===== src/rtl/lc3_ctrl_pkg.sv =====
// Shared definitions for the LC-3 microsequencer: state numbers, opcodes,
// datapath mux/ALU encodings and the per-state control word.
package lc3_ctrl_pkg;

    // State values are the LC-3 microarchitecture state numbers.
    typedef enum logic [5:0] {
        S_BR       = 6'd0,
        S_ADD      = 6'd1,
        S_LD       = 6'd2,
        S_ST       = 6'd3,
        S_AND      = 6'd5,
        S_NOT      = 6'd9,
        S_JMP      = 6'd12,
        S_LEA      = 6'd14,
        S_ST_WR    = 6'd16,
        S_FETCH0   = 6'd18,
        S_BR_TAKEN = 6'd22,
        S_ST_MDR   = 6'd23,
        S_LD_RD    = 6'd25,
        S_LD_WB    = 6'd27,
        S_DECODE   = 6'd32,
        S_FETCH_RD = 6'd33,
        S_FETCH_IR = 6'd35
    } state_e;

    localparam logic [3:0] OP_BR  = 4'b0000;
    localparam logic [3:0] OP_ADD = 4'b0001;
    localparam logic [3:0] OP_LD  = 4'b0010;
    localparam logic [3:0] OP_ST  = 4'b0011;
    localparam logic [3:0] OP_AND = 4'b0101;
    localparam logic [3:0] OP_NOT = 4'b1001;
    localparam logic [3:0] OP_JMP = 4'b1100;
    localparam logic [3:0] OP_LEA = 4'b1110;

    localparam logic [1:0] ALUK_ADD   = 2'b00;
    localparam logic [1:0] ALUK_AND   = 2'b01;
    localparam logic [1:0] ALUK_NOT   = 2'b10;
    localparam logic [1:0] ALUK_PASSA = 2'b11;

    localparam logic [1:0] SR1_IR11_9 = 2'b00;
    localparam logic [1:0] SR1_IR8_6  = 2'b01;

    localparam logic [1:0] DR_IR11_9  = 2'b00;
    localparam logic [1:0] DR_R7      = 2'b10;

    localparam logic [1:0] PC_INC     = 2'b00;
    localparam logic [1:0] PC_BUS     = 2'b01;
    localparam logic [1:0] PC_ADDER   = 2'b10;

    localparam logic       ADDR1_PC   = 1'b0;
    localparam logic       ADDR1_SR1  = 1'b1;
    localparam logic [1:0] ADDR2_ZERO = 2'b00;
    localparam logic [1:0] ADDR2_OFF9 = 2'b10;
    localparam logic       MARMUX_ADDER = 1'b1;

    typedef struct packed {
        logic       ld_mar;
        logic       ld_mdr;
        logic       ld_ir;
        logic       ld_reg;
        logic       ld_cc;
        logic       ld_pc;
        logic       gate_pc;
        logic       gate_marmux;
        logic       gate_alu;
        logic       gate_mdr;
        logic [1:0] aluk;
        logic [1:0] sr1mux;
        logic [1:0] drmux;
        logic [1:0] pcmux;
        logic       addr1mux;
        logic [1:0] addr2mux;
        logic       marmux;
        logic       mio_en;
        logic       r_w;
    } ctrl_word_t;

    function automatic logic is_mem_state(state_e s);
        return (s == S_FETCH_RD) || (s == S_LD_RD) || (s == S_ST_WR);
    endfunction

endpackage


===== src/rtl/lc3_control_unit_if.sv =====
// Control-unit <-> datapath signal bundle. The control unit is the master:
// it consumes IR, condition codes and memory ready and drives every control.
interface lc3_control_unit_if;
    logic [15:0] i_IR;
    logic        i_N;
    logic        i_Z;
    logic        i_P;
    logic        i_Mem_R;

    logic        o_LD_MAR, o_LD_MDR, o_LD_IR, o_LD_REG, o_LD_CC, o_LD_PC;
    logic        o_GatePC, o_GateMARMUX, o_GateALU, o_GateMDR;
    logic [1:0]  o_ALUK;
    logic [1:0]  o_SR1MUX;
    logic [1:0]  o_DRMUX;
    logic [1:0]  o_PCMUX;
    logic        o_ADDR1MUX;
    logic [1:0]  o_ADDR2MUX;
    logic        o_MARMUX;
    logic        o_MIO_EN;
    logic        o_R_W;
    logic [5:0]  o_State;
    logic        o_Timeout;

    modport master (
        input  i_IR, i_N, i_Z, i_P, i_Mem_R,
        output o_LD_MAR, o_LD_MDR, o_LD_IR, o_LD_REG, o_LD_CC, o_LD_PC,
        output o_GatePC, o_GateMARMUX, o_GateALU, o_GateMDR,
        output o_ALUK, o_SR1MUX, o_DRMUX, o_PCMUX, o_ADDR1MUX, o_ADDR2MUX,
        output o_MARMUX, o_MIO_EN, o_R_W, o_State, o_Timeout
    );

    modport slave (
        output i_IR, i_N, i_Z, i_P, i_Mem_R,
        input  o_LD_MAR, o_LD_MDR, o_LD_IR, o_LD_REG, o_LD_CC, o_LD_PC,
        input  o_GatePC, o_GateMARMUX, o_GateALU, o_GateMDR,
        input  o_ALUK, o_SR1MUX, o_DRMUX, o_PCMUX, o_ADDR1MUX, o_ADDR2MUX,
        input  o_MARMUX, o_MIO_EN, o_R_W, o_State, o_Timeout
    );
endinterface


===== src/rtl/lc3_ctrl_decode.sv =====
// Pure state -> control-word decoder; anything a state does not name stays 0,
// which also keeps at most one bus gate active per state.
module lc3_ctrl_decode
    import lc3_ctrl_pkg::*;
(
    input  state_e     i_state,
    output ctrl_word_t o_ctrl
);

    always_comb begin
        // NOTE: assigning a full default first means no path leaves a field unassigned, so no latch is inferred.
        o_ctrl = '0;
        case (i_state)
            S_FETCH0: begin
                o_ctrl.gate_pc = 1'b1;
                o_ctrl.ld_mar  = 1'b1;
                o_ctrl.ld_pc   = 1'b1;
                o_ctrl.pcmux   = PC_INC;
            end
            S_FETCH_RD, S_LD_RD: begin
                o_ctrl.mio_en = 1'b1;
                o_ctrl.ld_mdr = 1'b1;
            end
            S_FETCH_IR: begin
                o_ctrl.gate_mdr = 1'b1;
                o_ctrl.ld_ir    = 1'b1;
            end
            S_ADD, S_AND, S_NOT: begin
                o_ctrl.gate_alu = 1'b1;
                o_ctrl.aluk     = (i_state == S_AND) ? ALUK_AND :
                                  (i_state == S_NOT) ? ALUK_NOT : ALUK_ADD;
                o_ctrl.sr1mux   = SR1_IR8_6;
                o_ctrl.drmux    = DR_IR11_9;
                o_ctrl.ld_reg   = 1'b1;
                o_ctrl.ld_cc    = 1'b1;
            end
            S_LEA: begin
                o_ctrl.addr1mux    = ADDR1_PC;
                o_ctrl.addr2mux    = ADDR2_OFF9;
                o_ctrl.marmux      = MARMUX_ADDER;
                o_ctrl.gate_marmux = 1'b1;
                o_ctrl.drmux       = DR_IR11_9;
                o_ctrl.ld_reg      = 1'b1;
                o_ctrl.ld_cc       = 1'b1;
            end
            S_LD, S_ST: begin
                o_ctrl.addr1mux    = ADDR1_PC;
                o_ctrl.addr2mux    = ADDR2_OFF9;
                o_ctrl.marmux      = MARMUX_ADDER;
                o_ctrl.gate_marmux = 1'b1;
                o_ctrl.ld_mar      = 1'b1;
            end
            S_LD_WB: begin
                o_ctrl.gate_mdr = 1'b1;
                o_ctrl.drmux    = DR_IR11_9;
                o_ctrl.ld_reg   = 1'b1;
                o_ctrl.ld_cc    = 1'b1;
            end
            S_ST_MDR: begin
                o_ctrl.sr1mux   = SR1_IR11_9;
                o_ctrl.aluk     = ALUK_PASSA;
                o_ctrl.gate_alu = 1'b1;
                o_ctrl.ld_mdr   = 1'b1;
            end
            S_ST_WR: begin
                o_ctrl.mio_en = 1'b1;
                o_ctrl.r_w    = 1'b1;
            end
            S_BR_TAKEN: begin
                o_ctrl.addr1mux = ADDR1_PC;
                o_ctrl.addr2mux = ADDR2_OFF9;
                o_ctrl.pcmux    = PC_ADDER;
                o_ctrl.ld_pc    = 1'b1;
            end
            S_JMP: begin
                o_ctrl.sr1mux   = SR1_IR8_6;
                o_ctrl.addr1mux = ADDR1_SR1;
                o_ctrl.addr2mux = ADDR2_ZERO;
                o_ctrl.pcmux    = PC_ADDER;
                o_ctrl.ld_pc    = 1'b1;
            end
            default: ;
        endcase
    end

endmodule


===== src/rtl/lc3_control_unit.sv =====
// LC-3 Moore microsequencer: state register, next-state/dispatch logic and
// the memory-wait watchdog. Outputs come only from the registered state.
module lc3_control_unit
    import lc3_ctrl_pkg::*;
#(
    parameter int MEM_TIMEOUT = 0
) (
    input  logic                i_CLK,
    input  logic                i_Reset,
    lc3_control_unit_if.master  bus
);

    localparam int          CNT_W      = (MEM_TIMEOUT > 1) ? $clog2(MEM_TIMEOUT) : 1;
    localparam bit          TIMEOUT_EN = (MEM_TIMEOUT > 0);
    localparam logic [CNT_W-1:0] CNT_LAST = CNT_W'(MEM_TIMEOUT - 1);

    state_e           r_state;
    logic [CNT_W-1:0] r_wait_cnt;
    logic             r_timeout;

    state_e           w_next;
    logic [CNT_W-1:0] w_cnt_next;
    logic             w_abort;
    logic             w_br_taken;
    ctrl_word_t       w_ctrl;

    assign w_br_taken = (bus.i_IR[11] & bus.i_N) | (bus.i_IR[10] & bus.i_Z) |
                        (bus.i_IR[9] & bus.i_P);

    always_comb begin
        w_next     = r_state;
        w_cnt_next = '0;
        w_abort    = 1'b0;
        case (r_state)
            S_FETCH0:   w_next = S_FETCH_RD;
            S_FETCH_RD: if (bus.i_Mem_R) w_next = S_FETCH_IR;
            S_FETCH_IR: w_next = S_DECODE;
            S_DECODE: begin
                case (bus.i_IR[15:12])
                    OP_ADD:  w_next = S_ADD;
                    OP_AND:  w_next = S_AND;
                    OP_NOT:  w_next = S_NOT;
                    OP_LEA:  w_next = S_LEA;
                    OP_LD:   w_next = S_LD;
                    OP_ST:   w_next = S_ST;
                    OP_BR:   w_next = S_BR;
                    OP_JMP:  w_next = S_JMP;
                    default: w_next = S_FETCH0;
                endcase
            end
            S_LD:       w_next = S_LD_RD;
            S_LD_RD:    if (bus.i_Mem_R) w_next = S_LD_WB;
            S_ST:       w_next = S_ST_MDR;
            S_ST_MDR:   w_next = S_ST_WR;
            S_ST_WR:    if (bus.i_Mem_R) w_next = S_FETCH0;
            S_BR:       w_next = w_br_taken ? S_BR_TAKEN : S_FETCH0;
            default:    w_next = S_FETCH0;
        endcase

        // The counter holds the waits already spent; the abort fires on the
        // MEM_TIMEOUT-th stalled cycle.
        if (is_mem_state(r_state) && !bus.i_Mem_R) begin
            if (TIMEOUT_EN && (r_wait_cnt == CNT_LAST)) begin
                w_abort = 1'b1;
                w_next  = S_FETCH0;
            end else begin
                w_cnt_next = r_wait_cnt + 1'b1;
            end
        end
    end

    always_ff @(posedge i_CLK) begin
        // NOTE: non-blocking assignments make every register here sample pre-edge values, independent of statement order.
        if (i_Reset) begin
            r_state    <= S_FETCH0;
            r_wait_cnt <= '0;
            r_timeout  <= 1'b0;
        end else begin
            r_state    <= w_next;
            r_wait_cnt <= w_cnt_next;
            r_timeout  <= w_abort;
        end
    end

    lc3_ctrl_decode u_decode (
        .i_state (r_state),
        .o_ctrl  (w_ctrl)
    );

    assign bus.o_LD_MAR     = w_ctrl.ld_mar;
    assign bus.o_LD_MDR     = w_ctrl.ld_mdr;
    assign bus.o_LD_IR      = w_ctrl.ld_ir;
    assign bus.o_LD_REG     = w_ctrl.ld_reg;
    assign bus.o_LD_CC      = w_ctrl.ld_cc;
    assign bus.o_LD_PC      = w_ctrl.ld_pc;
    assign bus.o_GatePC     = w_ctrl.gate_pc;
    assign bus.o_GateMARMUX = w_ctrl.gate_marmux;
    assign bus.o_GateALU    = w_ctrl.gate_alu;
    assign bus.o_GateMDR    = w_ctrl.gate_mdr;
    assign bus.o_ALUK       = w_ctrl.aluk;
    assign bus.o_SR1MUX     = w_ctrl.sr1mux;
    assign bus.o_DRMUX      = w_ctrl.drmux;
    assign bus.o_PCMUX      = w_ctrl.pcmux;
    assign bus.o_ADDR1MUX   = w_ctrl.addr1mux;
    assign bus.o_ADDR2MUX   = w_ctrl.addr2mux;
    assign bus.o_MARMUX     = w_ctrl.marmux;
    assign bus.o_MIO_EN     = w_ctrl.mio_en;
    assign bus.o_R_W        = w_ctrl.r_w;
    assign bus.o_State      = r_state;
    assign bus.o_Timeout    = r_timeout;

endmodule

===== src/flat_wrapper.sv =====
// flat-port wrapper written by rule: the top's interface ports become plain ports
module lc3_control_unit_flat import lc3_ctrl_pkg::*;
#(
    parameter int MEM_TIMEOUT = 0
)
  (i_CLK, i_Reset, bus_i_IR, bus_i_N, bus_i_Z, bus_i_P, bus_i_Mem_R, bus_o_LD_MAR, bus_o_LD_MDR, bus_o_LD_IR, bus_o_LD_REG, bus_o_LD_CC, bus_o_LD_PC, bus_o_GatePC, bus_o_GateMARMUX, bus_o_GateALU, bus_o_GateMDR, bus_o_ALUK, bus_o_SR1MUX, bus_o_DRMUX, bus_o_PCMUX, bus_o_ADDR1MUX, bus_o_ADDR2MUX, bus_o_MARMUX, bus_o_MIO_EN, bus_o_R_W, bus_o_State, bus_o_Timeout);
  lc3_control_unit_if bus_i ();
  input  logic i_CLK;
  input  logic i_Reset;
  input wire logic [$bits(bus_i.i_IR)-1:0] bus_i_IR;
  input wire logic [$bits(bus_i.i_N)-1:0] bus_i_N;
  input wire logic [$bits(bus_i.i_Z)-1:0] bus_i_Z;
  input wire logic [$bits(bus_i.i_P)-1:0] bus_i_P;
  input wire logic [$bits(bus_i.i_Mem_R)-1:0] bus_i_Mem_R;
  output wire logic [$bits(bus_i.o_LD_MAR)-1:0] bus_o_LD_MAR;
  output wire logic [$bits(bus_i.o_LD_MDR)-1:0] bus_o_LD_MDR;
  output wire logic [$bits(bus_i.o_LD_IR)-1:0] bus_o_LD_IR;
  output wire logic [$bits(bus_i.o_LD_REG)-1:0] bus_o_LD_REG;
  output wire logic [$bits(bus_i.o_LD_CC)-1:0] bus_o_LD_CC;
  output wire logic [$bits(bus_i.o_LD_PC)-1:0] bus_o_LD_PC;
  output wire logic [$bits(bus_i.o_GatePC)-1:0] bus_o_GatePC;
  output wire logic [$bits(bus_i.o_GateMARMUX)-1:0] bus_o_GateMARMUX;
  output wire logic [$bits(bus_i.o_GateALU)-1:0] bus_o_GateALU;
  output wire logic [$bits(bus_i.o_GateMDR)-1:0] bus_o_GateMDR;
  output wire logic [$bits(bus_i.o_ALUK)-1:0] bus_o_ALUK;
  output wire logic [$bits(bus_i.o_SR1MUX)-1:0] bus_o_SR1MUX;
  output wire logic [$bits(bus_i.o_DRMUX)-1:0] bus_o_DRMUX;
  output wire logic [$bits(bus_i.o_PCMUX)-1:0] bus_o_PCMUX;
  output wire logic [$bits(bus_i.o_ADDR1MUX)-1:0] bus_o_ADDR1MUX;
  output wire logic [$bits(bus_i.o_ADDR2MUX)-1:0] bus_o_ADDR2MUX;
  output wire logic [$bits(bus_i.o_MARMUX)-1:0] bus_o_MARMUX;
  output wire logic [$bits(bus_i.o_MIO_EN)-1:0] bus_o_MIO_EN;
  output wire logic [$bits(bus_i.o_R_W)-1:0] bus_o_R_W;
  output wire logic [$bits(bus_i.o_State)-1:0] bus_o_State;
  output wire logic [$bits(bus_i.o_Timeout)-1:0] bus_o_Timeout;
  assign bus_i.i_IR = bus_i_IR;
  assign bus_i.i_N = bus_i_N;
  assign bus_i.i_Z = bus_i_Z;
  assign bus_i.i_P = bus_i_P;
  assign bus_i.i_Mem_R = bus_i_Mem_R;
  assign bus_o_LD_MAR = bus_i.o_LD_MAR;
  assign bus_o_LD_MDR = bus_i.o_LD_MDR;
  assign bus_o_LD_IR = bus_i.o_LD_IR;
  assign bus_o_LD_REG = bus_i.o_LD_REG;
  assign bus_o_LD_CC = bus_i.o_LD_CC;
  assign bus_o_LD_PC = bus_i.o_LD_PC;
  assign bus_o_GatePC = bus_i.o_GatePC;
  assign bus_o_GateMARMUX = bus_i.o_GateMARMUX;
  assign bus_o_GateALU = bus_i.o_GateALU;
  assign bus_o_GateMDR = bus_i.o_GateMDR;
  assign bus_o_ALUK = bus_i.o_ALUK;
  assign bus_o_SR1MUX = bus_i.o_SR1MUX;
  assign bus_o_DRMUX = bus_i.o_DRMUX;
  assign bus_o_PCMUX = bus_i.o_PCMUX;
  assign bus_o_ADDR1MUX = bus_i.o_ADDR1MUX;
  assign bus_o_ADDR2MUX = bus_i.o_ADDR2MUX;
  assign bus_o_MARMUX = bus_i.o_MARMUX;
  assign bus_o_MIO_EN = bus_i.o_MIO_EN;
  assign bus_o_R_W = bus_i.o_R_W;
  assign bus_o_State = bus_i.o_State;
  assign bus_o_Timeout = bus_i.o_Timeout;
  lc3_control_unit #(.MEM_TIMEOUT(MEM_TIMEOUT)) u_core (.i_CLK(i_CLK), .i_Reset(i_Reset), .bus(bus_i));
endmodule

===== config.mk =====
export PLATFORM = sky130hd
export DESIGN_NAME = lc3_control_unit_flat
export DESIGN_NICKNAME = d
export VERILOG_FILES = /design/src/rtl/lc3_ctrl_pkg.sv /design/src/rtl/lc3_control_unit_if.sv /design/src/rtl/lc3_ctrl_decode.sv /design/src/rtl/lc3_control_unit.sv /design/src/flat_wrapper.sv
export SDC_FILE = /design/constraint.sdc
export NUM_CORES = 1
export LEC_CHECK = 0
export CORE_MARGIN = 8
export CORE_UTILIZATION = 43
export DETAILED_ROUTE_END_ITERATION = 7
export GPL_ROUTABILITY_DRIVEN = 0
export GPL_TIMING_DRIVEN = 0
export PLACE_DENSITY = 0.86
export SYNTH_ARGS = -nofsm -noshare
export SYNTH_HDL_FRONTEND = slang
export SYNTH_SLANG_ARGS = --single-unit

===== constraint.sdc =====
create_clock -name i_CLK -period 4.1 [get_ports i_CLK]
set_clock_uncertainty 0.15 [all_clocks]
set_input_delay 1.23 -clock i_CLK [delete_from_list [all_inputs] [get_ports i_CLK]]
set_output_delay 1.23 -clock i_CLK [all_outputs]
set_load 0.1 [all_outputs]

==> metrics.txt, run 1 <==
average size of a mapped cell=7.54 um^2; largest net degree at the start of global routing=11; 1st-iter DRT viols=30; cts hold-fix bufs=0; Synth Warn #=0; Remaining DRCs=0; fmax=252 MHz; CP arrival=2.58 ns; H-tree levels=1; Post-synth EDFFs=0; Critical Path End Type=output port; max cap viols=0; Clock Pin Slew Worst Setup and Hold Paths=0.06 ns; Overflow after GRT=0; clock buffer count from CTS=3; antenna-violating nets left=0; FF-to-FF path depth=5; GRT Resource Usage Total=0.144; HP Class=reg -> reg; HPWL after DPL=2450 um; die span in y=64.5 um; Main synth FF type=dfxtp_1; Max Slew Vio Count=0; Async S/R FF share, synth=0; crit-path max FO=10; Routed Wire Length=3050 um; initial core utilization=0.456; critical path type=reg -> out; Via Count=1130; WHS Path Cells=3; Die ar.=0.00416 mm^2; Ports=53; CP required=2.72 ns; Largest register FFs=6; worst slew pin tran=0.982 ns; status=finished clean; layout cells sized above 1=0.298; Final Hold Fails=0; RSZ-0062 raised after global routing=false; Cell Area, Synth=0.00101 mm^2; CTS tree=built; initial antenna violation count=0; Clk Latency, worst-skew pair=0.25 ns; crit path time final=3.96 ns; DR vias/cell=5.49; antenna cells=0; Setup Viol. Count Final=0; CTS Sinks=6; Sum Neg Setup Slack=0 ns; Die X=64.5 um; Root Buffer=clkbuf_4; Seq/Total Area, Yosys=0.119; Yosys reg bits=6; vias in the first global route=1106; wire per inst=14.8 um; first-pass GRT wire length=5150 um; Mapped Cells=134; row count=17; Yosys cell types=49; area grow syn2layout=51.3%; core area=0.00221 mm^2; number of port buffers=35; maximum root-to-sink buffer count=2; Final period util=0.967; CP Launch Type=flip-flop; DRT Pass-1 Iters=4; Max-slew headroom=0.343; Nets=201
-- routing by layer --
metal,vias to the layer above,part of all wire,global-route usage
li1,554,-,-
met1,547,0.43,0.176
met2,29,0.51,0.253
met3,0,0.057,0.0309
met4,0,0,0.0245
met5,-,0,0
-- critical path, cell delays in order (launching register included) --
cell	delay, ns
dfxtp_4	0.36
buf_2	0.23
mux2_4	0.34
nand2b_4	0.16
a21boi_2	0.11
clkdlybuf4s50_1	1.14
-- layout make-up --
type / instances / area [um^2]
plain buffers: 22 / 155
clock buffers: 4 / 26.3
fillers: 196 / 684
inverters: 2 / 7.51
multi-input cells: 109 / 808
flip-flops and latches: 6 / 135
well taps: 28 / 35.0
repair buffers: 35 / 360
-- worst paths after layout --
kind / slack, ns / endpoint / start
worst max-delay path: 0.14 / bus_o_MIO_EN / u_core.bus.o_State[3]$_SDFFE_PP0P_
worst min register to register: 0.58 / u_core.bus.o_State[5]$_SDFFE_PP0P_ / u_core.bus.o_State[0]$_SDFFE_PP0P_
worst max register to register: 2.36 / u_core.bus.o_State[1]$_SDFFE_PP1P_ / u_core.bus.o_State[3]$_SDFFE_PP0P_
worst min-delay path: 0.58 / u_core.bus.o_State[5]$_SDFFE_PP0P_ / u_core.bus.o_State[0]$_SDFFE_PP0P_
-- placed cells by master (no fill, tap or decap), types with 2 or more instances in the layout --
cell type,Yosys,routed
dfxtp_2,0,3
nor2_1,12,10
a21oi_1,9,8
clkbuf_4,0,3
buf_6,4,4
or3_1,2,2
nand3_1,4,4
buf_4,9,9
nor2_2,0,2
nor4_1,4,2
nand2b_1,7,7
a2111oi_4,2,2
clkdlybuf4s50_1,0,28
nor3_4,1,2
mux2i_1,2,2
conb_1,1,6
nor2b_1,2,2
xnor2_1,2,2
buf_2,7,7
dlygate4sd2_1,0,2
nand2b_4,3,3
nor3_2,0,3
dfxtp_4,0,3
a21o_1,2,2
nand2_1,5,5
xor2_1,3,3
dlymetal6s2s_1,0,5
o21ai_0,7,7
clkbuf_1,2,3
nor3_1,9,5
nor3b_1,2,2
or3_4,2,2
-- cell usage after synthesis (2+ instances only) --
library cell	count	area share
nor4_1	4	0.025
or3_1	2	0.012
nand2_1	5	0.019
nor2_1	12	0.045
o21ai_0	7	0.035
dfxtp_1	6	0.12
or2_1	2	0.012
nand2b_1	7	0.043
mux2i_1	2	0.020
clkbuf_1	2	0.0074
nand3_1	4	0.020
nor3_1	9	0.045
buf_4	9	0.067
xor2_1	3	0.026
buf_2	7	0.035
buf_6	4	0.045
or3_4	2	0.022
nand2b_4	3	0.041
nor2b_1	2	0.012
a2111oi_4	2	0.055
nor3b_1	2	0.015
a21oi_1	9	0.045
xnor2_1	2	0.017
a21o_1	2	0.015
-- through the flow --
stage / instances / util / setup WS, ns / cell area [um^2] / hold WS [ns]
floorplan: 139 / - / -0.133 / 1110 / 0.689
global placement: 202 / 0.674 / 0.230 / 1490 / 0.528
detailed placement: 202 / 0.674 / 0.192 / 1490 / 0.540
CTS: 206 / 0.685 / 0.0260 / 1520 / 0.568
global route: 206 / 0.691 / 0.0440 / 1530 / 0.591
finish: 206 / 0.691 / 0.136 / 1530 / 0.575
-- timing repair --
action | CTS | global route
gates cloned | 0 | 0
setup endpoints to repair | 2 | 5
buffers inserted | 0 | 0
gates resized for setup | 2 | 5
pin swaps | 0 | 0
-- cell families after synthesis --
group                     synth area share
and+or+nand+nor                      0.368
AOI/OAI and AO/OA                    0.259
buffers and inverters                0.161
other                              0.00371
DFF                                  0.119
xor gates and xnor gates            0.0434
muxes                               0.0458
Power of run 1 is left out: the tool's default activity adds up to more than one toggle a clock period on the data nets, which glitch-free logic cannot reach.
==> run 2, diff against run 1 <==
Settings changed: ABC_AREA set to 1, CORE_UTILIZATION 43 to 35, CTS_CLUSTER_DIAMETER set to 200, PLACE_DENSITY 0.86 to 0.84.
==> metrics.txt, run 2 <==
PwrDens=898 mW/mm^2; Root Buffer=clkbuf_4 (unchanged); Via Count=888 (was 1130); layout cells sized above 1=0.186 (was 0.298); Synth Warn #=0 (unchanged); Synth top cells by count=nand2_1 (29), inv_1 (18), nand3_1 (18), nor2_1 (11), buf_4 (8) (was nor2_1 (12), a21oi_1 (9), buf_4 (9), nor3_1 (9)); post-synth top area cell=dfxtp_1 (unchanged); clock power share=0.049; Max Slew Vio Count=0 (unchanged); average size of a mapped cell=5.60 um^2 (was 7.54 um^2); GRT Resource Usage Total=0.113 (was 0.144); core area=0.00190 mm^2 (was 0.00221 mm^2); fin area=0.00117 mm^2 (was 0.00153 mm^2); RSZ-0062 raised after global routing=false (unchanged); internal cell power=302 uW; Cell Area, Synth=683 um^2 (was 0.00101 mm^2); Seq/Total Area, Yosys=0.176 (was 0.119); Setup Viol. Count Final=0 (unchanged); crit path time final=3.91 ns (was 3.96 ns); first-pass GRT wire length=3230 um (was 5150 um); placement-stage cell area=0.00113 mm^2 (was 0.00149 mm^2); maximum root-to-sink buffer count=2 (unchanged); switching pwr=745 uW; Reg power frac=0.104; worst setup margin=0.192 ns (was 0.136 ns); CTS Sinks=6 (unchanged); CTS tree=built (unchanged); commonest non-fill, non-tap cell in the layout=clkdlybuf4s50_1 (unchanged); worst slew pin tran=0.988 ns (was 0.982 ns); number of port buffers=37 (was 35); Clock Pin Slew Worst Setup and Hold Paths=0.04 ns (was 0.06 ns); Async S/R FF share, synth=0 (unchanged); CP arrival=2.53 ns (was 2.58 ns); Yosys reg bits=6 (unchanged); H-tree levels=1 (unchanged); Remaining DRCs=0 (unchanged); initial core utilization=0.359 (was 0.456); Largest register FFs=6 (unchanged); Final period util=0.953 (was 0.967); HP Class=reg -> reg (unchanged); Yosys cell types=20 (was 49); Routed Wire Length=2140 um (was 3050 um); Leakage=0.700 nW; 1st-iter DRT viols=22 (was 30); Overflow after GRT=0 (unchanged); Die X=60.2 um (was 64.5 um); row count=16 (was 17); peak supply drop=0.568 mV; status=finished clean (unchanged); Filler cells=177 (was 196); Final Hold Fails=0 (unchanged); CP required=2.72 ns (about the same); DRT Pass-1 Iters=4 (unchanged); crit-path max FO=7 (was 10); Nets=191 (was 201); placed instance count=191 (was 202); Comb power frac=0.847; CP Launch Type=flip-flop (unchanged); Mapped Cells=122 (was 134); Finished Layout Cells=194 (was 206); wire per inst=11.1 um (was 14.8 um); clock buffer count from CTS=3 (unchanged); antenna-violating nets left=0 (unchanged); DR vias/cell=4.58 (was 5.49); die span in y=60.2 um (was 64.5 um); Main synth FF type=dfxtp_1 (unchanged); final total power=1.05 mW; critical path type=reg -> out (unchanged); Critical Path End Type=output port (unchanged); initial antenna violation count=0 (unchanged); max cap viols=0 (unchanged); Post-synth EDFFs=0 (unchanged); HPWL after DPL=1920 um (was 2450 um); Max-slew headroom=0.339 (was 0.343); vias in the first global route=840 (was 1106); Clk Latency, worst-skew pair=0.24 ns (was 0.25 ns); antenna cells=0 (unchanged); Sw Share=0.712; Ports=53 (unchanged); share of the synthesized area in the top cell type=0.176 (was 0.119); worst slack, placed=0.302 ns (was 0.192 ns); fmax=256 MHz (was 252 MHz); highest-count cells in the layout ignoring fill and taps=clkdlybuf4s50_1 (33), nand2_1 (29), inv_1 (18) (was clkdlybuf4s50_1 (28), nor2_1 (10), buf_4 (9)); largest net degree at the start of global routing=10 (was 11); area grow syn2layout=70.7% (was 51.3%); largest cells by area after synthesis=dfxtp_1 (18%), nand2_1 (16%), nand3_1 (13%), inv_1 (9.9%), buf_4 (8.8%) (was dfxtp_1 (12%), buf_4 (6.7%), a2111oi_4 (5.5%), a21oi_1 (4.5%), nor3_1 (4.5%)); count leader, synth=nand2_1 (was nor2_1); Die ar.=0.00362 mm^2 (was 0.00416 mm^2)
-- run 2: cell types whose count changed after synthesis, sizes merged, moves of 6 or more --
cell / previous run / this run
nand2: 5 / 30
buf: 20 / 8
nand2b: 10 / 0
inv: 2 / 21
nand3: 4 / 21
nor3: 10 / 4
-- run 2: area by class of cell --
class	count	area, um^2	share of cell area
flip-flops and latches	6	123	0.105
plain buffers	8	60.1	0.0515
clock buffers	3	22.5	0.0193
repair buffers	37	380	0.326
multi-input cells	92	468	0.401
inverters	21	78.8	0.0676
well taps	27	33.8	0.0290
-- run 2: power groups by stage --
| stage | sequential [mW] | clock, mW | combinational, mW |
|---|---|---|---|
| 6_report | 0.109 | 0.0513 | 0.887 |
| 3_3_place_gp | 0.108 | 0 | 0.881 |
| 2_1_floorplan | 0.236 | 0 | 0.576 |
| 4_1_cts | 0.108 | 0.0527 | 0.892 |
| 3_5_place_dp | 0.109 | 0 | 0.889 |
| 5_1_grt | 0.111 | 0.0598 | 0.925 |
-- run 2: layer usage --
layer / GRT usage / wire length [um]
met4: 0.0646 / 7
met2: 0.220 / 1120
met3: 0.0344 / 222
met1: 0.0978 / 796
met5: 0 / 0
-- run 2: worst max-delay path: stages (launching register included) --
cell and delay, ns:
dfxtp_1 0.45, inv_1 0.13, nor2_2 0.18, nand4_1 0.18, nand2_1 0.13, buf_4 0.10
clkdlybuf4s50_1 1.12
-- run 2: final timing paths --
check	slack [ns]	start	end	cells after the start
min	0.53	u_core.bus.o_State[3]$_SDFFE_PP0P_	u_core.bus.o_State[3]$_SDFFE_PP0P_	4
max reg2reg	2.52	u_core.bus.o_State[1]$_SDFFE_PP1P_	u_core.bus.o_State[1]$_SDFFE_PP1P_	9
min reg2reg	0.53	u_core.bus.o_State[3]$_SDFFE_PP0P_	u_core.bus.o_State[3]$_SDFFE_PP0P_	4
max	0.19	u_core.bus.o_State[1]$_SDFFE_PP1P_	bus_o_MARMUX	6
-- run 2: cells by family after synthesis --
family,Yosys count,share of synthesized area
AND/OR/NAND/NOR,73,0.506
buffers and inverters,29,0.203
AO/OA/AOI/OAI,13,0.110
flip-flops,6,0.176
other,1,0.00549
-- run 2: through the flow --
stage / utilization / hold WS (ns) / setup TNS, ns
global placement: 0.596 / 0.505 / 0
CTS: 0.608 / 0.521 / 0
floorplan: - / 0.694 / -0.263
finish: 0.613 / 0.529 / 0
global route: 0.613 / 0.569 / 0
detailed placement: 0.596 / 0.514 / 0
-- run 2: what timing repair did --
item | 4_1_cts | 5_1_grt
resized for setup | 0 | 4
hold buffers | 0 | 0
setup buffers | 0 | 0
endpoints found under the hold margin | 0 | 0
setup endpoints to repair | 0 | 4
Power figures use the tool's default switching activity.
